==> src/rtl/dds_pkg.sv <==
// dds_pkg: shared definitions for the DDS phase generator.
//   - quadrant encoding of the two phase MSBs
//   - quarter-wave ROM geometry helpers
//   - dither LFSR seed and tap mask (used only when DDS_DITHER_EN is defined)
package dds_pkg;

  // The two MSBs of the phase select one quarter of the sine period.
  typedef enum logic [1:0] {
    QUAD_0 = 2'd0,  // rising, positive
    QUAD_1 = 2'd1,  // falling, positive  (mirrored address)
    QUAD_2 = 2'd2,  // falling, negative
    QUAD_3 = 2'd3   // rising, negative   (mirrored address)
  } quad_e;

  localparam int          LFSR_W    = 16;
  localparam logic [15:0] LFSR_SEED = 16'hACE1;
  // Taps 16,14,13,11 mapped onto bit indices 15,13,12,10.
  localparam logic [15:0] LFSR_TAPS = 16'hB400;

  // Quarter ROM address width: two full-wave bits are spent on the quadrant.
  function automatic int rom_addr_w(input int lut_addr_w);
    return lut_addr_w - 2;
  endfunction

  function automatic int rom_depth(input int lut_addr_w);
    return 1 << (lut_addr_w - 2);
  endfunction

  // Quadrants 1 and 3 walk the quarter table backwards.
  function automatic logic quad_mirrored(input quad_e q);
    return (q == QUAD_1) || (q == QUAD_3);
  endfunction

  // Quadrants 2 and 3 are the negative half of the period.
  function automatic logic quad_negative(input quad_e q);
    return (q == QUAD_2) || (q == QUAD_3);
  endfunction

endpackage

==> src/rtl/dds_sine_rom.sv <==
// dds_sine_rom: quarter-wave sine table with one registered read port.
// The table is generated at elaboration; entry i holds
//   round((2^(DATA_W-1)-1) * sin(2*pi*(i+0.5)/2^FULL_ADDR_W))
// The half-step offset keeps all four quadrants exactly symmetric, and since
// the largest magnitude is 2^(DATA_W-1)-1, negation downstream cannot overflow.
// Ports:
//   clk   in   system clock
//   rstn  in   synchronous active-low reset (clears the read register)
//   addr  in   quarter-table index, ADDR_W bits
//   data  out  registered signed sample magnitude, DATA_W bits
module dds_sine_rom
  import dds_pkg::*;
#(
  parameter int FULL_ADDR_W = 10,
  parameter int DATA_W      = 12,
  parameter int ADDR_W      = rom_addr_w(FULL_ADDR_W)
) (
  input  logic              clk,
  input  logic              rstn,
  input  logic [ADDR_W-1:0] addr,
  output logic [DATA_W-1:0] data
);

  localparam int  DEPTH = 1 << ADDR_W;
  localparam real PI    = 3.14159265358979323846;

  // Round half away from zero.
  function automatic logic signed [DATA_W-1:0] round_to_int(input real x);
    if (x >= 0.0) begin
      return DATA_W'($rtoi(x + 0.5));
    end
    return DATA_W'(-$rtoi(-x + 0.5));
  endfunction

  function automatic logic signed [DATA_W-1:0] rom_entry(input int i);
    real ang;
    real amp;
    ang = 2.0 * PI * (real'(i) + 0.5) / real'(1 << FULL_ADDR_W);
    amp = real'((1 << (DATA_W - 1)) - 1);
    return round_to_int(amp * $sin(ang));
  endfunction

  logic signed [DATA_W-1:0] rom_tbl [DEPTH];

  for (genvar gi = 0; gi < DEPTH; gi++) begin : g_rom
    assign rom_tbl[gi] = rom_entry(gi);
  end

  logic signed [DATA_W-1:0] data_p2;

  // ---- stage S2: registered table read ----
  always_ff @(posedge clk) begin
    if (!rstn) begin
      data_p2 <= '0;
    end else begin
      data_p2 <= rom_tbl[addr];
    end
  end

  assign data = data_p2;

endmodule

==> src/rtl/dds_phase_gen.sv <==
// dds_phase_gen: 32-bit DDS phase accumulator followed by a quarter-wave
// sine lookup. Takes its tuning word from the SPI configuration block and
// drives the DAC/mixer path.
// Optional build macro: DDS_DITHER_EN adds a 16-bit LFSR to the lookup
// address (never to phase_out) to spread phase-truncation spurs.
// Ports:
//   clk           in   system clock
//   rstn          in   synchronous active-low reset
//   param_wen     in   one-cycle strobe, phase_fword valid this cycle
//   phase_fword   in   frequency tuning word, PHASE_WIDTH bits
//   en            in   accumulator advance enable
//   sync_clr      in   synchronous phase clear (priority over en)
//   phase_out     out  current accumulator value
//   sample_out    out  signed sine sample, AMP_WIDTH bits
//   sample_valid  out  sample_out comes from an enabled accumulator step
//   fword_active  out  tuning word currently applied by the accumulator
// Latency: accumulator value after edge N reaches sample_out after edge N+3.
module dds_phase_gen
  import dds_pkg::*;
#(
  parameter int PHASE_WIDTH    = 32,
  parameter int LUT_ADDR_WIDTH = 10,
  parameter int AMP_WIDTH      = 12
) (
  input  logic                   clk,
  input  logic                   rstn,
  input  logic                   param_wen,
  input  logic [PHASE_WIDTH-1:0] phase_fword,
  input  logic                   en,
  input  logic                   sync_clr,
  output logic [PHASE_WIDTH-1:0] phase_out,
  output logic [AMP_WIDTH-1:0]   sample_out,
  output logic                   sample_valid,
  output logic [PHASE_WIDTH-1:0] fword_active
);

  localparam int ROM_AW = rom_addr_w(LUT_ADDR_WIDTH);

  function automatic logic signed [AMP_WIDTH-1:0] apply_sign(
    input logic signed [AMP_WIDTH-1:0] mag,
    input logic                        neg
  );
    // Table magnitudes never reach -2^(AMP_WIDTH-1), so this cannot wrap.
    return neg ? -mag : mag;
  endfunction

  logic [PHASE_WIDTH-1:0] fword_q;
  logic [PHASE_WIDTH-1:0] acc_p0;
  logic                   vld_p0;

  // The add below reads fword_q before this edge's update, so a word loaded
  // together with en takes effect one step later.
  always_ff @(posedge clk) begin
    if (!rstn) begin
      fword_q <= '0;
    end else if (param_wen) begin
      fword_q <= phase_fword;
    end
  end

  // ---- stage S0: phase accumulator ----
  always_ff @(posedge clk) begin
    if (!rstn) begin
      acc_p0 <= '0;
      vld_p0 <= 1'b0;
    end else begin
      if (sync_clr) begin
        acc_p0 <= '0;
      end else if (en) begin
        acc_p0 <= acc_p0 + fword_q;
      end
      vld_p0 <= en & ~sync_clr;
    end
  end

  // Top LUT_ADDR_WIDTH bits of the (optionally dithered) lookup phase.
  logic [LUT_ADDR_WIDTH-1:0] look_hi;

`ifdef DDS_DITHER_EN
  logic [LFSR_W-1:0]      lfsr_q;
  logic [PHASE_WIDTH-1:0] look_sum;

  always_ff @(posedge clk) begin
    if (!rstn) begin
      lfsr_q <= LFSR_SEED;
    end else if (en) begin
      lfsr_q <= {lfsr_q[LFSR_W-2:0], ^(lfsr_q & LFSR_TAPS)};
    end
  end

  assign look_sum = acc_p0 + {{(PHASE_WIDTH-LFSR_W){1'b0}}, lfsr_q};
  assign look_hi  = look_sum[PHASE_WIDTH-1 -: LUT_ADDR_WIDTH];
`else
  assign look_hi  = acc_p0[PHASE_WIDTH-1 -: LUT_ADDR_WIDTH];
`endif

  quad_e             quad_s0;
  logic [ROM_AW-1:0] idx_s0;

  always_comb begin
    quad_s0 = quad_e'(look_hi[LUT_ADDR_WIDTH-1 -: 2]);
    idx_s0  = look_hi[ROM_AW-1:0];
    if (quad_mirrored(quad_s0)) begin
      idx_s0 = ~idx_s0;
    end
  end

  logic [ROM_AW-1:0] idx_p1;
  logic              neg_p1;
  logic              vld_p1;

  // ---- stage S1: quadrant fold ----
  always_ff @(posedge clk) begin
    if (!rstn) begin
      idx_p1 <= '0;
      neg_p1 <= 1'b0;
      vld_p1 <= 1'b0;
    end else begin
      idx_p1 <= idx_s0;
      neg_p1 <= quad_negative(quad_s0);
      vld_p1 <= vld_p0;
    end
  end

  logic [AMP_WIDTH-1:0] rom_p2;
  logic                 neg_p2;
  logic                 vld_p2;

  dds_sine_rom #(
    .FULL_ADDR_W (LUT_ADDR_WIDTH),
    .DATA_W      (AMP_WIDTH),
    .ADDR_W      (ROM_AW)
  ) u_rom (
    .clk  (clk),
    .rstn (rstn),
    .addr (idx_p1),
    .data (rom_p2)
  );

  // ---- stage S2: table read (register inside u_rom) ----
  always_ff @(posedge clk) begin
    if (!rstn) begin
      neg_p2 <= 1'b0;
      vld_p2 <= 1'b0;
    end else begin
      neg_p2 <= neg_p1;
      vld_p2 <= vld_p1;
    end
  end

  logic signed [AMP_WIDTH-1:0] sample_p3;
  logic                        vld_p3;

  // ---- stage S3: sign restore ----
  always_ff @(posedge clk) begin
    if (!rstn) begin
      sample_p3 <= '0;
      vld_p3    <= 1'b0;
    end else begin
      sample_p3 <= apply_sign($signed(rom_p2), neg_p2);
      vld_p3    <= vld_p2;
    end
  end

  assign phase_out    = acc_p0;
  assign fword_active = fword_q;
  assign sample_out   = sample_p3;
  assign sample_valid = vld_p3;

endmodule

==> config.mk <==
export PLATFORM = sky130hd
export DESIGN_NAME = dds_phase_gen
export DESIGN_NICKNAME = d
export VERILOG_FILES = /design/src/rtl/dds_pkg.sv /design/src/rtl/dds_sine_rom.sv /design/src/rtl/dds_phase_gen.sv
export SDC_FILE = /design/constraint.sdc
export NUM_CORES = 1
export LEC_CHECK = 0
export ABC_AREA = 0
export CAP_MARGIN = 20
export CORE_MARGIN = 3
export CORE_UTILIZATION = 35
export CTS_BUF_LIST = sky130_fd_sc_hd__clkbuf_2 sky130_fd_sc_hd__clkbuf_4 sky130_fd_sc_hd__clkbuf_8
export DETAILED_ROUTE_END_ITERATION = 12
export SYNTH_ARGS = -nofsm -noshare
export SYNTH_HDL_FRONTEND = slang
export SYNTH_SLANG_ARGS = --single-unit
==> constraint.sdc <==
create_clock -name clk -period 5.16 [get_ports clk]
set_clock_uncertainty 0.2 [all_clocks]
set_input_delay 1.032 -clock clk [delete_from_list [all_inputs] [get_ports clk]]
set_output_delay 1.032 -clock clk [all_outputs]
set_load 0.02 [all_outputs]
== After elaboration in Yosys (flattened, before gate mapping) ==
Memories as Yosys holds them, arrays and structs flattened. A register that Yosys moved wholly into a read port is not among the register bits.
Index checks and enable logic that the tools add are counted.
Word-level totals
  bits in registers: 90
  bits in read-only memories: 3072
  output and inout bits: 77
  logic and storage cells: 27
  memories: 1
Memories
  (no name shown): depth 256, width 12, read ports 1, clocked after Yosys merged registers in 1, write ports 0, line dds_sine_rom.sv:56  | data_p2 <= rom_tbl[addr];
Operators by class
  $add $sub $neg: 2
  eq/ne operators: 3
  muxes and demuxes: 2
  bitwise logic cells: 5
  reductions and logical operators: 4
Operators by type and width (count)
  adder 32 bit: 1
  2-to-1 mux 12 bit: 1
  negation 12 bit: 1
  inverter 8 -> 9 bit: 1
  2-to-1 mux 8 bit: 1
  inverter 8 bit: 1
  equality test 2 bit, second input constant: 2
  equality test 2 x 1 -> 1 bit, second input constant: 1
  logical OR 1 bit: 2
  inverter 1 bit: 2
  OR reduction 2 bit: 1
  bitwise AND 1 bit: 1
  zero test 1 bit: 1

== Longest topological paths before layout ==
Gate-level depths: netlist of run 1.
  depth after elaboration: 3
  depth in mapped cells: 12
  mapped depth without buffers: 12

== By module ==
A second synthesis of run 1 with hierarchy kept.
Unflattened totals
  cells, all modules: 1037
  area, all modules: 8146.6 sq um
By module, submodules not included
  dds_phase_gen: instances 1, cells each 543, area each 4929.7 sq um, sequential area each 1801.7 sq um
  dds_sine_rom: instances 1, cells each 494, area each 3216.8 sq um, sequential area each 220.2 sq um

== Worst setup path after synthesis of run 1 ==
Ideal clock, no wire load.
  path type: register to register
  start: reg fword_q[0], in the netlist fword_active[0]
  end: reg acc_p0[28], in the netlist phase_out[28]
  setup time: 126 ps
  arrival: 2711 ps
  setup slack: 2123 ps
  stages on the path, launching flop included: 13
  clock period less this slack: 3037 ps
  cell sequence: dfxtp_1 ha_1 inv_1 fa_1 and2b_2 o2111ai_1 a311oi_2 a21oi_1 o21ai_2 a21boi_0 o31a_1 nand4_1 o211ai_1
Between the ends
  cells in the longest elaborated chain, start to end: 1
RTL lines
  from (decl): line dds_phase_gen.sv:47  | logic [PHASE_WIDTH-1:0] fword_q;
  from (signal assigned): line dds_phase_gen.sv:57  | fword_q <= phase_fword;
  adder 32 bit: line dds_phase_gen.sv:70  | acc_p0 <= acc_p0 + fword_q;
  to (signal assigned): line dds_phase_gen.sv:70
  to (decl): line dds_phase_gen.sv:48  | logic [PHASE_WIDTH-1:0] acc_p0;
No other way between the ends.
A chain may end at the register's enable or synchronous reset.

== Worst setup path in the final report of run 1 ==
  start: reg idx_p1[0]
  end: reg u_rom.data_p2[3], in the netlist u_rom.data[3]
Between the ends
  cells in the longest elaborated chain, start to end: 1
RTL lines
  from (decl): line dds_phase_gen.sv:108  | logic [ROM_AW-1:0] idx_p1;
  from (signal assigned): line dds_phase_gen.sv:119  | idx_p1 <= idx_s0;
  inverter 8 -> 9 bit (not written as such): line dds_sine_rom.sv:56
  to (decl): line dds_sine_rom.sv:49  | logic signed [DATA_W-1:0] data_p2;
No other way between the ends.

==> results.py, run 1 <==
metrics = {
    "global_route": {
        "grt_max_degree": 63,
        "grt_pass1_wl_mm": 39.9,
        "grt_util_all_layers": 0.200,
        "overflow": 0,
        "antenna_found_initial": 0,
        "grt_pass1_vias": 7275,
    },
    "critical_path": {
        "r2r_start": "idx_p1[0]",
        "r2r_slack_ps": 1860,
        "worstReg2RegEnd": "u_rom.data[3]",
        "reg2reg_depth": 11,
        "cp_max_fo": 18,
        "crit_type": "reg2reg",
        "cp.arrival_ps": 3410,
        "end_kind": "flip-flop",
        "critPathRequiredTime_ps": 5270,
        "cp-start-kind": "flip-flop",
    },
    "clocking": {
        "cts.sinks": 101,
        "clockRootBuffer": "clkbuf_8",
        "cts_hold_buf": 0,
        "clock_path_buffers": 2,
        "htree_levels": 3,
        "path_clk_slew_ps": 100,
        "cts_tree": "done",
        "cts_setup_buffers": 0,
        "clock_latency_ps": 370,
        "ctsResizeCount": 0,
        "cts_buffers": 9,
    },
    "synth": {
        "synth_xor_area_frac": 0.0494,
        "ys_types": 68,
        "synth_ff_type": "dfxtp_1",
        "netlist_top_cells_area": "dfxtp_1, ha_1, mux2i_1",
        "synth_top_area_share": 0.259,
        "syn_inst": 1005,
        "synth.most_common_cell": "dfxtp_1",
        "syn_area_mm2": 0.00780,
        "postSynth.asyncResetShare": 0,
        "seq_area_frac_synth": 0.259,
        "synthMuxAreaShare": 0.0893,
        "yosysTopAreaCell": "dfxtp_1",
        "synth_nets": 1089,
        "synthAdderAreaFrac": 0.0763,
        "avgSynthCellArea_um2": 7.76,
        "synth-compound-area-share": 0.270,
        "synth_common_cells": "dfxtp_1, a21oi_1, nor2_1, nand2_1, o21ai_0",
        "yosys_warnings": 0,
        "synth_top_family_by_area": "compound AO/OA/AOI/OAI gates",
        "synth_enable_flop_cells": 0,
        "synth-seq-cells": 101,
        "yosys.area_share.simple": 0.206,
    },
    "placed_design": {
        "gp_congestion": 0.964,
        "io_buffer_count": 113,
        "place_area_mm2": 0.00909,
        "dpl.hpwl_mm": 17.6,
    },
    "floorplan": {
        "core_area_mm2": 0.0215,
        "die_area_mm2": 0.0241,
        "start_util": 0.363,
        "die_w_um": 155,
        "ios": 114,
        "fp-row-count": 53,
        "die_y_um": 155,
    },
    "finish": {
        "drive_above_1_share": 0.0530,
        "nets": 1155,
        "stdcell_area_mm2": 0.00928,
        "areaGrowthSynthToFinish_pct": 19.0,
        "antenna_cells": 0,
    },
    "sta": {
        "tns_ps": 0,
        "period_minus_slack_ps": 3300,
        "setup_viol": 0,
        "fin_crit_sh": 0.639,
        "slew_headroom": 0.353,
        "hold_violations": 0,
        "rsz0062_at_grt": "false",
        "worstMarginPinSlew_ps": 971,
        "max_freq_mhz": 303,
        "drv_slew": 0,
    },
    "routing": {
        "wl_per_cell_um": 18.2,
        "drt_pass1_iterations": 6,
        "routed_wl_mm": 24.6,
        "drc": 0,
        "ant_nets": 0,
        "vias": 7724,
        "drt-vias-per-instance": 5.72,
        "dr.first_iter.drc_count": 664,
    },
    "min_path": {
        "min_to": "vld_p1",
        "hp-start": "vld_p0",
        "hold_class": "reg2reg",
        "min_delay_path_depth": 1,
    },
    "power": {
        "seqPwrFrac": 0.478,
        "clkPwrFrac": 0.284,
        "switching_share": 0.307,
        "p_comb_frac": 0.237,
        "p_int_uw": 1230,
        "vdd_drop_max_mv": 0.122,
        "power_switching_uw": 545,
        "power_density_mw_per_mm2": 191,
        "leakage_uw": 0.00370,
    },
    "flow_run": {
        "drv_cap": 0,
    },
    "outcome": {
        "status": "finished clean",
    },
}
[cells in the final DEF (no fill, tap or decap), drive strengths merged, types with 28 or more instances in the layout]
| cell | count |
|---|---|
| dfxtp | 101 |
| clkdlybuf4s50 | 110 |
| nand2 | 89 |
| o21ai | 77 |
| a21oi | 97 |
| nor2 | 93 |
| mux2i | 55 |
| nor2b | 40 |
| ha | 46 |
| and2 | 28 |
[cells by family (layout without fill, tap and decap cells)]
family,count (synthesis),after routing
flops,101,101
mux,62,62
xor+xnor,44,44
fa+ha+maj,47,47
simple gates,334,334
compound gates,321,321
buf+inv,96,166
[power groups by stage]
stage	Clock, uW	Combinational (uW)	Sequential (uW)
after floorplan	0	248	882
after global placement	0	419	865
after detailed placement	0	416	866
after CTS	528	418	848
after global routing	553	460	853
final	504	421	848
[layout make-up]
cell class                      instances  area, um2
Fill cell                            2211      12200
Multi-Input combinational cell        808       5400
Sequential cell                       101       2030
Timing Repair Buffer                  130       1240
Tap cell                              275        344
Clock buffer                           10        131
Inverter                               21       78.8
Clock inverter                          5       62.6
[registers in the layout, summed over array words and instances, names as in the netlist]
name,flops
sample_out,12
vld_p2,1
fword_active,32
sample_valid,1
phase_out,32
u_rom.data,11
neg_p2,1
idx_p1,8
vld_p0,1
neg_p1,1
vld_p1,1
[worst max-delay path by stage]
stage,from,endpoint,slack (ps),cells after the start
after floorplan,fword_active[0],phase_out[28],2120,12
after global placement,idx_p1[0],u_rom.data[3],1970,11
after detailed placement,phase_out[0],phase_out[28],1910,12
after CTS,fword_active[0],phase_out[28],1880,12
after global routing,fword_active[0],phase_out[30],1610,12
final,idx_p1[0],u_rom.data[3],1860,11
[critical path, stage by stage (launching register included)]
cell and delay, ps:
dfxtp_1 320, buf_4 230, inv_1 210, ha_1 560, inv_1 160, nor2_1 360, nor3_1 110, or3_1 320
o21ai_0 80, a221oi_1 100, mux4_2 480, nor2b_1 110
[per-layer routing]
| metal | wire length (um) | up-vias | GRT usage |
|---|---|---|---|
| met4 | 711 | 0 | 0.0684 |
| met5 | 0 | - | 0 |
| met3 | 2180 | 58 | 0.0567 |
| met2 | 10700 | 348 | 0.302 |
| met1 | 11000 | 3531 | 0.274 |
| li1 | - | 3787 | - |
[stage by stage]
stage / hold slack, ps / worst slack [ps] / std cells / power (uW) / util
after floorplan: 212 / 2120 / 1005 / 1130 / -
after global placement: 217 / 1970 / 1335 / 1280 / 0.423
after detailed placement: 218 / 1910 / 1335 / 1280 / 0.423
after CTS: 229 / 1880 / 1350 / 1790 / 0.432
after global routing: 262 / 1610 / 1350 / 1870 / 0.432
final: 232 / 1860 / 1350 / 1770 / 0.432
Note: power is estimated with default switching activity, not from simulation.
==> run 2: changes to the inputs <==
- clock period: 5.16 -> 3.01 ns (I/O delays scaled with it)
==> results.py, run 2 (synthesized netlist as in run 1, its figures left out) <==
metrics = {
    "outcome": {
        "status": "finished clean",
    },
    "floorplan": {
        "die_area_mm2": 0.0241,
        "start_util": 0.363,
        "fp-row-count": 53,
        "core_area_mm2": 0.0215,
        "die_w_um": 155,
        "die_y_um": 155,
        "ios": 114,
    },
    "routing": {
        "wl_per_cell_um": 18.3,
        "drt-vias-per-instance": 5.70,
        "dr.first_iter.drc_count": 641,
        "vias": 7943,
        "ant_nets": 0,
        "routed_wl_mm": 25.4,
        "drt_pass1_iterations": 5,
        "drc": 0,
    },
    "sta": {
        "rsz0062_at_grt": "false",
        "fin_crit_sh": 0.941,
        "hold_violations": 0,
        "tns_ps": 0,
        "drv_slew": 0,
        "setup_viol": 0,
        "worstMarginPinSlew_ps": 798,
        "slew_headroom": 0.467,
        "max_freq_mhz": 353,
        "period_minus_slack_ps": 2830,
    },
    "placed_design": {
        "gp_congestion": 0.962,
        "io_buffer_count": 113,
        "dpl.hpwl_mm": 18.7,
    },
    "clocking": {
        "cts.sinks": 101,
        "cts_buffers": 9,
        "clock_path_buffers": 2,
        "clockRootBuffer": "clkbuf_8",
        "clock_latency_ps": 380,
        "path_clk_slew_ps": 100,
        "cts_hold_buf": 0,
        "cts_tree": "done",
        "htree_levels": 3,
    },
    "min_path": {
        "hold_class": "reg2reg",
    },
    "critical_path": {
        "crit_path_top_delay_cell": "dfxtp_2",
        "reg2reg_depth": 13,
        "path_depth": 13,
        "cp.arrival_ps": 2900,
        "crit_buf_inv": 2,
        "critPathRequiredTime_ps": 3080,
        "crit_path_cell_trace": "ha_2 -> inv_1 -> fa_2 -> and2b_2 -> o2111ai_4 -> a311oi_2 -> buf_4 -> a21oi_2 -> o21ai_1 -> nand3_2 -> o31ai_2 -> xnor2_1 -> o21ai_1",
        "crit_family": "compound AO/OA/AOI/OAI gates",
        "crit_path_frequent_cell": "o21ai_1",
        "cp-start-kind": "flip-flop",
        "slowest_delay_ps": 350,
        "end_kind": "flip-flop",
        "r2r_slack_ps": 180,
        "worstReg2RegEnd": "phase_out[30]",
        "cp_max_fo": 4,
        "worstSetupEndpoint": "phase_out[30]",
        "crit_start": "fword_active[0]",
        "r2r_start": "fword_active[0]",
        "crit_type": "reg2reg",
    },
    "finish": {
        "final_cell_mix": "clkdlybuf4s50_1, a21oi_1, dfxtp_1",
        "fillers": 2213,
        "final_common_cell": "clkdlybuf4s50_1",
        "nets": 1199,
        "drive_above_1_share": 0.0993,
        "antenna_cells": 0,
        "areaGrowthSynthToFinish_pct": 24.9,
    },
    "global_route": {
        "overflow": 0,
        "grt_pass1_wl_mm": 40.0,
        "grt_util_all_layers": 0.203,
        "antenna_found_initial": 0,
        "grt_pass1_vias": 7534,
        "grt_max_degree": 58,
    },
    "power": {
        "power_density_mw_per_mm2": 325,
        "vdd_drop_max_mv": 0.207,
        "leakage_uw": 0.00394,
        "total_power_uw": 3170,
    },
    "flow_run": {
        "drv_cap": 0,
    },
}
==> run 2: final cells by class <==
class | count | area (um2) | share of cell area
Clock buffer | 9 | 124 | 0.0127
Clock inverter | 5 | 85.1 | 0.00873
Inverter | 21 | 78.8 | 0.00809
Multi-Input combinational cell | 808 | 5450 | 0.559
Sequential cell | 101 | 2030 | 0.208
Tap cell | 275 | 344 | 0.0353
Timing Repair Buffer | 174 | 1640 | 0.168
==> run 2: power breakdown <==
part           total, uW  internal, uW  switching (uW)  leakage, uW
clock network        954           465             488     0.000102
logic                767           347             420      0.00301
registers           1450          1390            54.2     0.000827
==> run 2: repair_timing <==
item                       CTS  global route
setup endpoints to repair    1            10
setup buffers                0             1
gates resized for setup      2            12
pin swaps                    0             5
hold endpoints to repair     0             0
==> run 2: worst min path at each step <==
stage                      start            to  cells after the start  slack (ps)
after floorplan           neg_p1        neg_p2                      1         210
after global placement    vld_p2  sample_valid                      1         210
after detailed placement  vld_p1        vld_p2                      1         220
after CTS                 vld_p1        vld_p2                      1         240
after global routing      neg_p1        neg_p2                      1         270
final                     vld_p0        vld_p1                      1         240
==> run 2: per-stage QoR <==
step,worst slack [ps],hold WS (ps),utilization,instance area (um2),cells
2_1_floorplan,38.9,212,-,7800,1005
4_1_cts,6.24,243,0.451,9700,1392
3_5_place_dp,-18.3,220,0.441,9480,1378
5_1_grt,13.8,266,0.453,9740,1393
6_report,179,238,0.453,9740,1393
3_3_place_gp,45.5,214,0.441,9480,1378
==> run 2: per-layer routing <==
metal / wire length (um) / global-route usage / share of wire / vias up
li1: - / - / - / 3872
met2: 11000 / 0.303 / 0.43 / 316
met5: 0 / 0 / 0 / -
met1: 11500 / 0.278 / 0.45 / 3689
met3: 2130 / 0.0598 / 0.084 / 66
met4: 760 / 0.0725 / 0.030 / 0
==> patch: new RTL, flow settings as in run 1 <==
Add a define of `DDS_DITHER_EN`.
--- a/src/rtl/dds_phase_gen.sv
+++ b/src/rtl/dds_phase_gen.sv
@@ -17,2 +17,4 @@
 // Latency: accumulator value after edge N reaches sample_out after edge N+3.
+`define DDS_DITHER_EN
+
 module dds_phase_gen
Formal check against the unedited RTL: no difference found for any inputs over 4 cycles, from zero or initial values and one cycle with rstn low; that may be too few to reach the edited logic, so the function may still have changed.
==> patch against run 1 <==
- wire length is 17% higher
- highest routed layer unchanged
- critical path depth is 2 lower
- critical endpoint unchanged
- sequential cell count is 16 higher
- global-route usage is 0.20 points lower
- largest cell class unchanged
- worst setup slack worse by 0.40 ns
- synthesized area is 17% higher
- design area is 16% higher
- power is 33% higher
- final cell count is 15% higher
- count of clock-buffer cells in the layout is 9 higher
- fmax is 11% lower
==> patch: results (changes against run 1) <==
Pwr
  – Peak VDD IR: 0.000141 V (+15%)
  – Leak: 4.16 nW (+13%)

Clock network
  – H-tree depth: 4 (+1)
  – Clk pin slew, worst setup/hold paths: 0.07 ns (-0.03 ns)
  – Inserted Clock Buffers: 17 (+8)
  – Later-pin clock latency in the skew report: 0.45 ns (+0.08 ns)

Yosys
  – Cell variety after synth: 79 (+16%)
  – Post-synthesis sequential area ratio: 25.7% (-0.17 points)
  – Mapped Cells: 1162 (+16%)
  – Synth top cells by count: nor2_1, dfxtp_1, a21oi_1, nand2_1, o21ai_0

Placed design
  – Final HPWL DP: 20600 um (+17%)
  – Post-place setup slack: 1.57 ns (-0.336 ns)
  – Placed cells: 1526 (+14%)

Min path
  – Min-delay src: vld_p1
  – Hold endpoint: vld_p2

Global routing
  – Largest net degree at the start of global routing: 111 (+76%)
  – GRT Overall Usage: 19.8% (-0.20 points)
  – Vias in the first global route: 8450 (+16%)

Worst setup path
  – Worst path arrival time: 3.88 ns (+0.47 ns)
  – Crit-path max FO: 22 (+4)
  – Worst reg2reg setup slack: 1.46 ns (-0.40 ns)
  – Crit path from: idx_p1[1]

Routing
  – Number of DRC markers in iteration 0: 989 (+49%)
  – Vias/cell: 5.89 (+3.0%)
  – Vias: 9176 (+19%)
  – DR pass1 iterations: 8 (+2)

Outcome
  – Status: finished, final reports clean

Finish
  – NumNets Final: 1315 (+14%)
  – Layout cell share with drive strength beyond 1: 6.03% (+0.73 points)
  – # fillers: 2611 (+18%)

Timing
  – Min Hold Slack: 0.234 ns (+0.00182 ns)
==> patch: layout make-up <==
cell class | count | area (um2) | area share, %
clock buffer | 19 | 255 | 2.36
inverter | 23 | 86.3 | 0.800
tap | 330 | 413 | 3.83
clock inverter | 11 | 154 | 1.43
multi-input combinational | 933 | 6300 | 58.4
sequential | 117 | 2350 | 21.7
timing repair buffer | 124 | 1240 | 11.5
==> patch: logic make-up after synthesis <==
| logic type | share of synthesized area (%) |
|---|---|
| xor+xnor | 5.31 |
| simple gates | 19.0 |
| fa+ha+maj | 8.61 |
| buf+inv | 4.98 |
| compound gates | 27.4 |
| mux | 8.90 |
| flops | 25.7 |
==> patch: worst max path at each step <==
| stage | endpoint | slack, ns |
|---|---|---|
| floorplan | u_rom.data[0] | 1.97 |
| global placement | phase_out[30] | 1.66 |
| detailed placement | phase_out[30] | 1.57 |
| CTS | u_rom.data[3] | 1.57 |
| global route | u_rom.data[3] | 1.37 |
| finish | u_rom.data[3] | 1.46 |
==> patch: power by group <==
group	leakage (nW)	total (mW)	internal, mW	switching, mW
Sequential	0.958	0.993	0.944	0.0485
Clock	0.190	0.893	0.492	0.401
Combinational	3.01	0.469	0.206	0.263
Total	4.16	2.36	1.64	0.713
==> patch: per-layer routing <==
| metal | GRT usage (%) | routed length (um) | up-vias |
|---|---|---|---|
| li1 | - | - | 4400 |
| met1 | 28.5 | 13500 | 4291 |
| met2 | 29.9 | 12500 | 425 |
| met3 | 3.56 | 2120 | 60 |
| met4 | 6.79 | 705 | 0 |
| met5 | 0 | 0 | - |
==> patch: critical path: stages, from the launching register on <==
cell	delay, ns
dfxtp_1	0.86
inv_1	0.36
ha_1	0.58
nand2b_1	0.32
o21ai_0	0.31
o211ai_1	0.27
a21oi_1	0.09
a211o_1	0.31
o211ai_1	0.14
o211a_1	0.19
